**config.mk**
```make
export PLATFORM = sky130hd
export DESIGN_NAME = sequence_game_engine
export DESIGN_NICKNAME = d
export VERILOG_FILES = /design/src/rtl/sequence_game_engine.sv
export SDC_FILE = /design/constraint.sdc
export NUM_CORES = 1
export LEC_CHECK = 0
export BUFFER_PORTS_ARGS = -buffer_cell sky130_fd_sc_hd__clkbuf_2
export CAP_MARGIN = 10
export CORE_AREA = 2 2 103 154
export DETAILED_ROUTE_END_ITERATION = 10
export DIE_AREA = 0 0 105 156
export GPL_TIMING_DRIVEN = 1
export PLACE_DENSITY = 0.52
export SYNTH_ARGS = -nofsm -noshare
export SYNTH_HDL_FRONTEND = slang
export SYNTH_SLANG_ARGS = --single-unit
export TNS_END_PERCENT = 10
```
**constraint.sdc**
```tcl
create_clock -name clk -period 5.05 [get_ports clk]
set_input_delay 0.2525 -clock clk [delete_from_list [all_inputs] [get_ports clk]]
set_output_delay 0.2525 -clock clk [all_outputs]
set_load 0.02 [all_outputs]
```
**src/rtl/sequence_game_engine.sv**
```systemverilog
// sequence_game_engine: memory-sequence ("play it back") game core.
// Plays the first cur_len notes of the loaded sequence as timed tones, then
// takes keypad notes in forward or reverse order and echoes each one. A cleared
// round grows the sequence by one note. A wrong key costs a life.
// Optional feature: define INPUT_TIMEOUT_EN so that TIMEOUT_TICKS ticks without
// a key in WAIT_KEY count as a wrong key.
module sequence_game_engine #(
  parameter int NOTE_W        = 3,
  parameter int MAX_LEN       = 8,
  parameter int START_LEN     = 3,
  parameter int TICK_DIV      = 500000,
  parameter int ON_TICKS      = 2,
  parameter int OFF_TICKS     = 2,
  parameter int LIVES         = 3,
  parameter int TIMEOUT_TICKS = 20
) (
  input  logic                      clk,
  input  logic                      reset,
  input  logic                      seq_wr,
  input  logic [MAX_LEN*NOTE_W-1:0] seq_data,
  input  logic                      start,
  input  logic                      reverse_mode,
  input  logic                      key_valid,
  input  logic [NOTE_W-1:0]         key_note,
  output logic                      key_ready,
  output logic [NOTE_W-1:0]         tone,
  output logic                      tone_en,
  output logic [4:0]                cur_len,
  output logic [2:0]                lives_left,
  output logic [7:0]                score,
  output logic                      miss,
  output logic                      round_win,
  output logic                      game_over,
  output logic                      game_won,
  output logic [2:0]                state_out
);

  localparam int IDX_W  = $clog2(MAX_LEN);
  localparam int PRE_W  = (TICK_DIV > 1) ? $clog2(TICK_DIV) : 1;
  localparam int TMAX_A = (ON_TICKS > OFF_TICKS) ? ON_TICKS : OFF_TICKS;
  localparam int TMAX   = (TMAX_A > TIMEOUT_TICKS) ? TMAX_A : TIMEOUT_TICKS;
  localparam int TC_W   = $clog2(TMAX + 1);

  typedef enum logic [2:0] {
    S_IDLE     = 3'd0,
    S_PLAY_ON  = 3'd1,
    S_PLAY_OFF = 3'd2,
    S_WAIT_KEY = 3'd3,
    S_ECHO     = 3'd4,
    S_DONE     = 3'd5
  } state_t;

  state_t state, next_state;

  logic [PRE_W-1:0]          presc;
  logic [TC_W-1:0]           tick_cnt;
  logic                      tick, on_done, off_done;

  logic                      loaded, loaded_n;
  logic [MAX_LEN*NOTE_W-1:0] notes, notes_n;
  logic                      rev, rev_n;
  logic [IDX_W-1:0]          idx, idx_n;
  logic [IDX_W-1:0]          ans, ans_n;
  logic                      replay, replay_n;
  logic [NOTE_W-1:0]         key_reg, key_reg_n;
  logic                      match_q, match_n;
  logic [4:0]                cur_len_n;
  logic [2:0]                lives_n;
  logic [7:0]                score_n;
  logic                      miss_n, round_win_n, game_over_n, game_won_n;
  logic                      tone_en_n, key_ready_n;
  logic [NOTE_W-1:0]         tone_n;
  logic                      lose_life;

  logic                      idle_like, load_ok, start_ok;
  logic                      last_ans, more_notes, final_life, at_max;

  logic [NOTE_W-1:0]         note_arr [MAX_LEN];

`ifdef INPUT_TIMEOUT_EN
  logic                      to_done;
  assign to_done = tick && (tick_cnt == TC_W'(TIMEOUT_TICKS - 1));
`endif

  // Unpack the loaded sequence so notes can be picked by index.
  always_comb begin
    for (int i = 0; i < MAX_LEN; i++) begin
      note_arr[i] = notes[i*NOTE_W +: NOTE_W];
    end
  end

  assign tick       = (presc == PRE_W'(TICK_DIV - 1));
  assign on_done    = tick && (tick_cnt == TC_W'(ON_TICKS - 1));
  assign off_done   = tick && (tick_cnt == TC_W'(OFF_TICKS - 1));
  assign idle_like  = (state == S_IDLE) || (state == S_DONE);
  assign load_ok    = seq_wr && idle_like;
  assign start_ok   = start && !seq_wr && loaded && idle_like;
  assign last_ans   = rev ? (ans == '0) : (5'(ans) == cur_len - 5'd1);
  assign more_notes = (5'(idx) < cur_len - 5'd1);
  assign final_life = (lives_left == 3'd1);
  assign at_max     = (cur_len == 5'(MAX_LEN));
  assign state_out  = state;

  // State register.
  always_ff @(posedge clk or posedge reset) begin
    if (reset) state <= S_IDLE;
    else       state <= next_state;
  end

  // Next-state decision; the replay flag forces a restart at note 0 after the gap.
  always_comb begin
    next_state = state;
    case (state)
      S_IDLE, S_DONE: if (start_ok) next_state = S_PLAY_ON;
      S_PLAY_ON:      if (on_done) next_state = S_PLAY_OFF;
      S_PLAY_OFF: begin
        if (off_done) next_state = (replay || more_notes) ? S_PLAY_ON : S_WAIT_KEY;
      end
      S_WAIT_KEY: begin
        if (key_valid) next_state = S_ECHO;
`ifdef INPUT_TIMEOUT_EN
        else if (to_done) next_state = final_life ? S_DONE : S_PLAY_OFF;
`endif
      end
      S_ECHO: begin
        if (on_done) begin
          if (match_q) begin
            if (!last_ans)   next_state = S_WAIT_KEY;
            else if (at_max) next_state = S_DONE;
            else             next_state = S_PLAY_OFF;
          end else begin
            next_state = final_life ? S_DONE : S_PLAY_OFF;
          end
        end
      end
      default: next_state = S_IDLE;
    endcase
  end

  // Tick prescaler and per-state tick counter, both restarted on every state change.
  always_ff @(posedge clk or posedge reset) begin
    if (reset) begin
      presc    <= '0;
      tick_cnt <= '0;
    end else if (next_state != state) begin
      presc    <= '0;
      tick_cnt <= '0;
    end else if (tick) begin
      presc    <= '0;
      tick_cnt <= tick_cnt + 1'b1;
    end else begin
      presc    <= presc + 1'b1;
    end
  end

  // Game bookkeeping: loading, start, play index, answer index, scoring and lives.
  always_comb begin
    loaded_n    = loaded;
    notes_n     = notes;
    rev_n       = rev;
    idx_n       = idx;
    ans_n       = ans;
    replay_n    = replay;
    key_reg_n   = key_reg;
    match_n     = match_q;
    cur_len_n   = cur_len;
    lives_n     = lives_left;
    score_n     = score;
    game_over_n = game_over;
    game_won_n  = game_won;
    miss_n      = 1'b0;
    round_win_n = 1'b0;
    lose_life   = 1'b0;

    if (load_ok) begin
      loaded_n = 1'b1;
      notes_n  = seq_data;
    end
    if (start_ok) begin
      cur_len_n   = 5'(START_LEN);
      lives_n     = 3'(LIVES);
      score_n     = '0;
      game_over_n = 1'b0;
      game_won_n  = 1'b0;
      rev_n       = reverse_mode;
      idx_n       = '0;
      replay_n    = 1'b0;
    end

    case (state)
      S_PLAY_OFF: begin
        if (off_done) begin
          if (replay)          replay_n = 1'b0;
          else if (more_notes) idx_n    = idx + 1'b1;
          else                 ans_n    = rev ? IDX_W'(cur_len - 5'd1) : '0;
        end
      end
      S_WAIT_KEY: begin
        if (key_valid) begin
          key_reg_n = key_note;
          match_n   = (key_note == note_arr[ans]);
        end
`ifdef INPUT_TIMEOUT_EN
        else if (to_done) begin
          lose_life = 1'b1;
        end
`endif
      end
      S_ECHO: begin
        if (on_done) begin
          if (match_q) begin
            score_n = (score == 8'hFF) ? score : score + 8'd1;
            if (!last_ans) begin
              ans_n = rev ? ans - 1'b1 : ans + 1'b1;
            end else begin
              round_win_n = 1'b1;
              if (at_max) begin
                game_won_n = 1'b1;
              end else begin
                cur_len_n = cur_len + 5'd1;
                idx_n     = '0;
                replay_n  = 1'b1;
              end
            end
          end else begin
            lose_life = 1'b1;
          end
        end
      end
      default: ;
    endcase

    if (lose_life) begin
      miss_n  = 1'b1;
      lives_n = lives_left - 3'd1;
      if (final_life) begin
        game_over_n = 1'b1;
      end else begin
        idx_n    = '0;
        replay_n = 1'b1;
      end
    end
  end

  // Tone and handshake outputs derived from the state being entered.
  always_comb begin
    tone_en_n   = (next_state == S_PLAY_ON) || (next_state == S_ECHO);
    key_ready_n = (next_state == S_WAIT_KEY);
    tone_n      = '0;
    if (next_state == S_PLAY_ON)   tone_n = note_arr[idx_n];
    else if (next_state == S_ECHO) tone_n = key_reg_n;
  end

  // Register all datapath state and outputs.
  always_ff @(posedge clk or posedge reset) begin
    if (reset) begin
      loaded     <= 1'b0;
      notes      <= '0;
      rev        <= 1'b0;
      idx        <= '0;
      ans        <= '0;
      replay     <= 1'b0;
      key_reg    <= '0;
      match_q    <= 1'b0;
      cur_len    <= '0;
      lives_left <= '0;
      score      <= '0;
      miss       <= 1'b0;
      round_win  <= 1'b0;
      game_over  <= 1'b0;
      game_won   <= 1'b0;
      tone_en    <= 1'b0;
      key_ready  <= 1'b0;
      tone       <= '0;
    end else begin
      loaded     <= loaded_n;
      notes      <= notes_n;
      rev        <= rev_n;
      idx        <= idx_n;
      ans        <= ans_n;
      replay     <= replay_n;
      key_reg    <= key_reg_n;
      match_q    <= match_n;
      cur_len    <= cur_len_n;
      lives_left <= lives_n;
      score      <= score_n;
      miss       <= miss_n;
      round_win  <= round_win_n;
      game_over  <= game_over_n;
      game_won   <= game_won_n;
      tone_en    <= tone_en_n;
      key_ready  <= key_ready_n;
      tone       <= tone_n;
    end
  end

endmodule

```
# [After elaboration in Yosys (flattened, before gate mapping)]
# Cells that the tools add are included.
[totals] reg_bits=89 in_bits=33
[op_classes] add_sub_neg=9 magnitude_cmp=3 eq_ne=23 n_mux=86 n_bitwise=2 reduce_logical=17
[ops] operator="$mux W3" n=37
[ops] operator="$mux W5" n=8
[ops] operator="$mux W8" n=5
[ops] operator="$mux W19" n=2
[ops] operator="$mux W1" n=27
[ops] operator="$add A19 B1 Y19 const B" n=1
[ops] operator="$eq A19 B19 Y1 const B" n=1
[ops] operator="$bmux W3 S3" n=2
[ops] operator="$pmux W3 S5" n=1
[ops] operator="$ne A2 B2 Y1 const B" n=6
[ops] operator="$pmux W3 S2" n=2
[ops] operator="$add A5 B1 Y5 const B" n=2
[ops] operator="$eq A3 B1 Y1 const B" n=3
[ops] operator="$eq A3 B2 Y1 const B" n=3
[ops] operator="$eq A3 B3 Y1 const B" n=3
[ops] operator="$add A8 B1 Y8 const B" n=1
[ops] operator="$eq A8 B8 Y1 const B" n=1
[ops] operator="$ge A4 B4 Y1 const B" n=2
[ops] operator="$not A3 Y4" n=2
[ops] operator="$reduce_and A7 Y1" n=1
[ops] operator="$add A3 B1 Y3 const B" n=2
[ops] operator="$logic_not A3 Y1" n=2
[ops] operator="$reduce_bool A2 Y1" n=3
[ops] operator="$sub A3 B1 Y3 const B" n=2
[ops] operator="other kinds (15)" n=21

# [Depth between registers and ports, before layout]
[depth] depth_word=17 depth_mapped=13 mapped_depth_nobuf=11

# [Least setup slack after synthesis]
# Ideal clock, no wire load.
[synth_path] path_kind="register to register" start="register cur_len[0]" end="register tone[0]" arrival_time_ns=3.190 t_required_ns=4.926 slack_ns=1.736 path_stages_with_launch=12 cell_sequence="dfrtp_1 buf_2 inv_1 ha_1 or2_2 a221oi_4 o22ai_1 a31oi_1 nand3_4 or4_1 a31oi_1 o31ai_1"
[synth_between] elab_chain_len=14 word_cells_on_any_way=31
[synth_lines] item="start, declared" line_no="28" text="output logic [4:0] cur_len,"
[synth_lines] item="start signal, assigned" line_no="284" text="cur_len <= cur_len_n;"
[synth_lines] item="branches (longest 6 deep; another with $sub A5 B1 Y5)"
[synth_lines] item="$pmux W3 S2 (*)" line_no="190" text="case (state)"
[synth_lines] item="$mux W3" line_no="236" text="if (final_life) begin"
[synth_lines] item="$mux W3 (*)" line_no="233" text="if (lose_life) begin"
[synth_lines] item="via idx_n[0]" line_no="62" text="logic [IDX_W-1:0] idx, idx_n;"
[synth_lines] item="$not A3 Y4 (implied by the code) (*)" line_no="250" text="if (next_state == S_PLAY_ON) tone_n = note_arr[idx_n];"
[synth_lines] item="$bmux W3 S3 (*)" line_no="250"
[synth_lines] item="$mux W3 (implied by the code) (*) (2 in a row)" line_no="250"
[synth_lines] item="$mux W3 (*)" line_no="250"
[synth_lines] item="via tone_n[0]" line_no="72" text="logic [NOTE_W-1:0] tone_n;"
[synth_lines] item="end signal, assigned" line_no="293" text="tone <= tone_n;"
[synth_lines] item="end, declared" line_no="26" text="output logic [NOTE_W-1:0] tone,"
# Mark *: on every way through the listed nets, which the timed path passes. The select of a mux whose other input is x is not followed.
# A chain may end at the register's enable or synchronous reset.

# [Final worst setup path]
# Ends and elaborated chain as after synthesis.

==> summary.md <==
| Metric | Value |
|---|---|
| Final period util | `0.7174` |
| Setup crit end kind | `register` |
| Req. time, crit path | `5280 ps` |
| P&R area growth vs syn | `15.17%` |
| # resized after CTS | `0` |
| Clk_lat worst skew | `350 ps` |
| Site Rows | `55` |
| Final #Nets | `611` |
| Starting DRT DRC Count | `233` |
| Worst Slack Setup Final | `about 1400 ps` |
| Port bufs | `60` |
| Synth Warn # | `0` |
| Setup violations, final | `0` |
| TritonCTS clock tree | `done` |
| Largest family of logic cells by synthesized area | `simple AND/OR/NAND/NOR gates` |
| Synth Area per Inst | `approximately 10 µm²` |
| Most flops, register | `notes` |
| Post-Route Setup TNS | `0 ps` |
| First-pass GRT wire length | `approximately 22000 µm` |
| Initial antenna violation count | `0` |
| Hold_ws | `-13.36 ps` |
| Relative slew margins | `0.5038` |
| Worst path slowest cell | `a31oi_1` |
| Hold Path Class | `input pin to asynchronous set/reset pin` |
| Cts bufs inserted | `9` |
| Net Count, Synth | `between 500 and 600` |
| Worst slack at placement | `1457 ps` |
| Worst-path clk slew | `70 ps` |
| Startpoint Class | `register` |
| Vias per cell | `5.378` |
| DRT Pass-1 Iters | `6` |
| Max incr delay on CP | `~550 ps` |
| Post-Syn Area | `approximately 5100 µm²` |
| Worst setup path class | `register to register` |
| Crit Path Max Fanout | `10` |
| Die Y | `roughly 160 µm` |
| Mux share of post-synthesis cell area | `0.1131` |
| Total gr overflow | `0` |
| Die area | `16380 µm²` |
| Largest registers | `notes x24, presc x19, score x8` |
| Max Slew Vio Count | `0` |
| Register area share after synthesis | `0.4328` |
| GP Congestion | `0.8891` |
| Largest net degree at the start of global routing | `just under 50` |
| Worst r2r src | `cur_len[0]` |
| Fmax | `276.0 MHz` |
| Post-synth EDFFs | `0` |
| XOR/XNOR Fraction of Synth Area | `0.05276` |
| Setup Buffers After CTS | `0` |
| Syn Inst Count | `approximately 520` |
| P_leak | `roughly 2.5 nW` |
| Compound-cell area share of the yosys netlist | `0.1230` |
| Max reg flops | `24` |
| CTS Root Cell | `clkbuf_16` |
| Remaining DRCs | `0` |
| CTS H-tree depth | `3` |
| Distinct cells, synth | `70` |
| Crit. Startpoint | `cur_len[0]` |
| Share of layout cells above drive strength 1 | `0.2347` |
| Clock skew | `14.11 ps` |
| Routed vias | `4141` |
| Synth Area in Simple Gates | `0.2120` |
| Final WL | `roughly 13000 µm` |
| Status | `finished with violations` |
| Maximum root-to-sink buffer count | `2` |
| Routed WL per cell | `16.91 µm` |
| Die width | `105 µm` |
| CORE AREA | `15000 µm²` |
| RSZ-0062 raised after global routing | `no` |
| Worst reg2reg path depth | `10` |
| Max IR drop VDD | `between 0.0001 and 0.00015 V` |
| Post-route antenna net violation count | `0` |
| Arrival @ worst endpoint | `3860 ps` |
| CTS Sinks | `89` |
| Seq cells post-synth | `89` |
| Io pins | `61` |
| Fin. Hold Viols | `20` |
| Starting density of the core | `0.3430` |
| Synth Area in Adders | `0.03063` |
| Vias in the first global route | `4120` |
| Async SR Flop Fraction | `1.000` |
| Global-route usage over all layers | `0.1656` |
| Max cap viols | `0` |
| Pwr Density | `243.4 nW/µm²` |
| Failing checks | `hold timing` |
| Final HPWL DP | `9764 µm` |
| Min cycle time layout | `3623 ps` |
| Most used DFF post-synth | `dfrtp_1` |
| Worst-Margin Slew | `approximately 740 ps` |
| Cell Chain, Critical Path | `inv_1, ha_1, or2_2, a221oi_4, o22ai_1, a31oi_1, nand3_4, or4_1, a31oi_1, o31ai_1` |
| Layout filler cell count | `1542` |
| Most used cell, CP | `a31oi_1` |
| Hold_buf cts | `0` |
| # diodes | `0` |
## critical path, delay by kind of cell, from the launching register on
family | cells | cell delay [ps]
DFF | 1 | 540
AOI/OAI and AO/OA | 5 | 1420
buffers and inverters | 1 | 180
and+or+nand+nor | 3 | 1060
adders and majority gates | 1 | 300
## logic make-up after synthesis
family,count (synthesis)
fa+ha+maj,12
xor+xnor,31
mux,47
simple gates,201
flops,89
compound gates,87
buf+inv,48
## cells in the final DEF, fill, tap and decap left out, types with 7 or more instances in the layout
master	Yosys	layout
mux2i_1	12	12
nand3_1	22	22
xnor2_1	16	16
mux2_2	29	29
clkbuf_16	0	9
o21ai_0	20	20
xor2_1	15	15
and3_1	10	10
inv_1	23	22
o211ai_1	7	7
nand4_1	9	9
nand2_1	42	42
nor3_1	24	24
ha_1	11	11
clkbuf_2	0	60
dfrtp_1	89	89
a21oi_1	11	11
nor2_1	34	34
## cells in the mapped netlist (3+ instances only)
| cell type | count | area, µm² |
|---|---|---|
| nor2_1 | 34 | 127.6 |
| buf_2 | 3 | 15.01 |
| mux2_2 | 29 | 326.6 |
| dfrtp_1 | 89 | 2227 |
| a31oi_1 | 6 | 37.54 |
| o221ai_1 | 4 | 35.03 |
| nand2_1 | 42 | 157.7 |
| nor3_1 | 24 | 120.1 |
| clkbuf_1 | 20 | 75.07 |
| nor4b_1 | 5 | 43.79 |
| nor2b_1 | 5 | 31.28 |
| mux2i_1 | 12 | 120.1 |
| or2_2 | 4 | 25.02 |
| and2_1 | 5 | 31.28 |
| o21ai_0 | 20 | 100.1 |
| nand2b_1 | 4 | 25.02 |
| nor4_1 | 5 | 31.28 |
| and3_1 | 10 | 62.56 |
| nand3b_1 | 5 | 37.54 |
| inv_1 | 23 | 86.33 |
| nand4_1 | 9 | 56.30 |
| a21oi_1 | 11 | 55.05 |
| xnor2_1 | 16 | 140.1 |
| or2_1 | 3 | 18.77 |
| ha_1 | 11 | 137.6 |
| xor2_1 | 15 | 131.4 |
| mux4_2 | 6 | 135.1 |
| or3_1 | 4 | 25.02 |
| o31ai_1 | 6 | 45.04 |
| and4_1 | 4 | 35.03 |
| nand3_1 | 22 | 110.1 |
| o211ai_1 | 7 | 52.55 |
| nor3b_1 | 4 | 30.03 |
| a22oi_1 | 3 | 22.52 |
## per-stage QoR
| step | total power [mW] | utilization | std cells | area [µm²] | hold WS, ps |
|---|---|---|---|---|---|
| after global placement | 0.8052 | 0.3761 | 754 | 5642 | 393.1 |
| after CTS | 1.463 | 0.3951 | 770 | 5927 | 21.66 |
| after floorplan | 0.7770 | - | 515 | 5146 | 369.3 |
| after detailed placement | 0.8058 | 0.3761 | 754 | 5642 | 392.2 |
| final | 1.442 | 0.3951 | 770 | 5927 | -13.36 |
| after global routing | 1.501 | 0.3951 | 770 | 5927 | 67.95 |
## per-layer routing
| layer | track usage | wire [µm] | vias up |
|---|---|---|---|
| li1 | - | - | 1972 |
| met1 | 0.2003 | 5401 | 2026 |
| met2 | 0.2870 | 6628 | 117 |
| met3 | 0.03216 | 623 | 26 |
| met4 | 0.06921 | 364 | 0 |
| met5 | 0 | 0 | - |
## area by class of cell
class | count | area [µm²] | area share
clock buffers | 9 | 225.2 | 0.03800
clock inverters | 7 | 60.06 | 0.01013
inverters | 23 | 87.58 | 0.01478
multi-input cells | 378 | 2740 | 0.4623
flip-flops and latches | 89 | 2227 | 0.3758
well taps | 199 | 249.0 | 0.04201
repair buffers | 65 | 337.8 | 0.05700
## final timing paths
kind / to / slack [ps]
worst max-delay path: tone[0] / 1430
worst min-delay path: presc[11] / -10
worst max register to register: tone[0] / 1430
worst min register to register: loaded / 500
max in group asynchronous: notes[4] / 4010
min in group clk: notes[9] / 110
## power by group
part	total, mW	switching [mW]	internal, mW
clock	0.652	0.309	0.343
sequential	0.734	0.00969	0.724
combinational	0.0564	0.0295	0.0269
No activity file was read; power rests on OpenSTA's default activity.
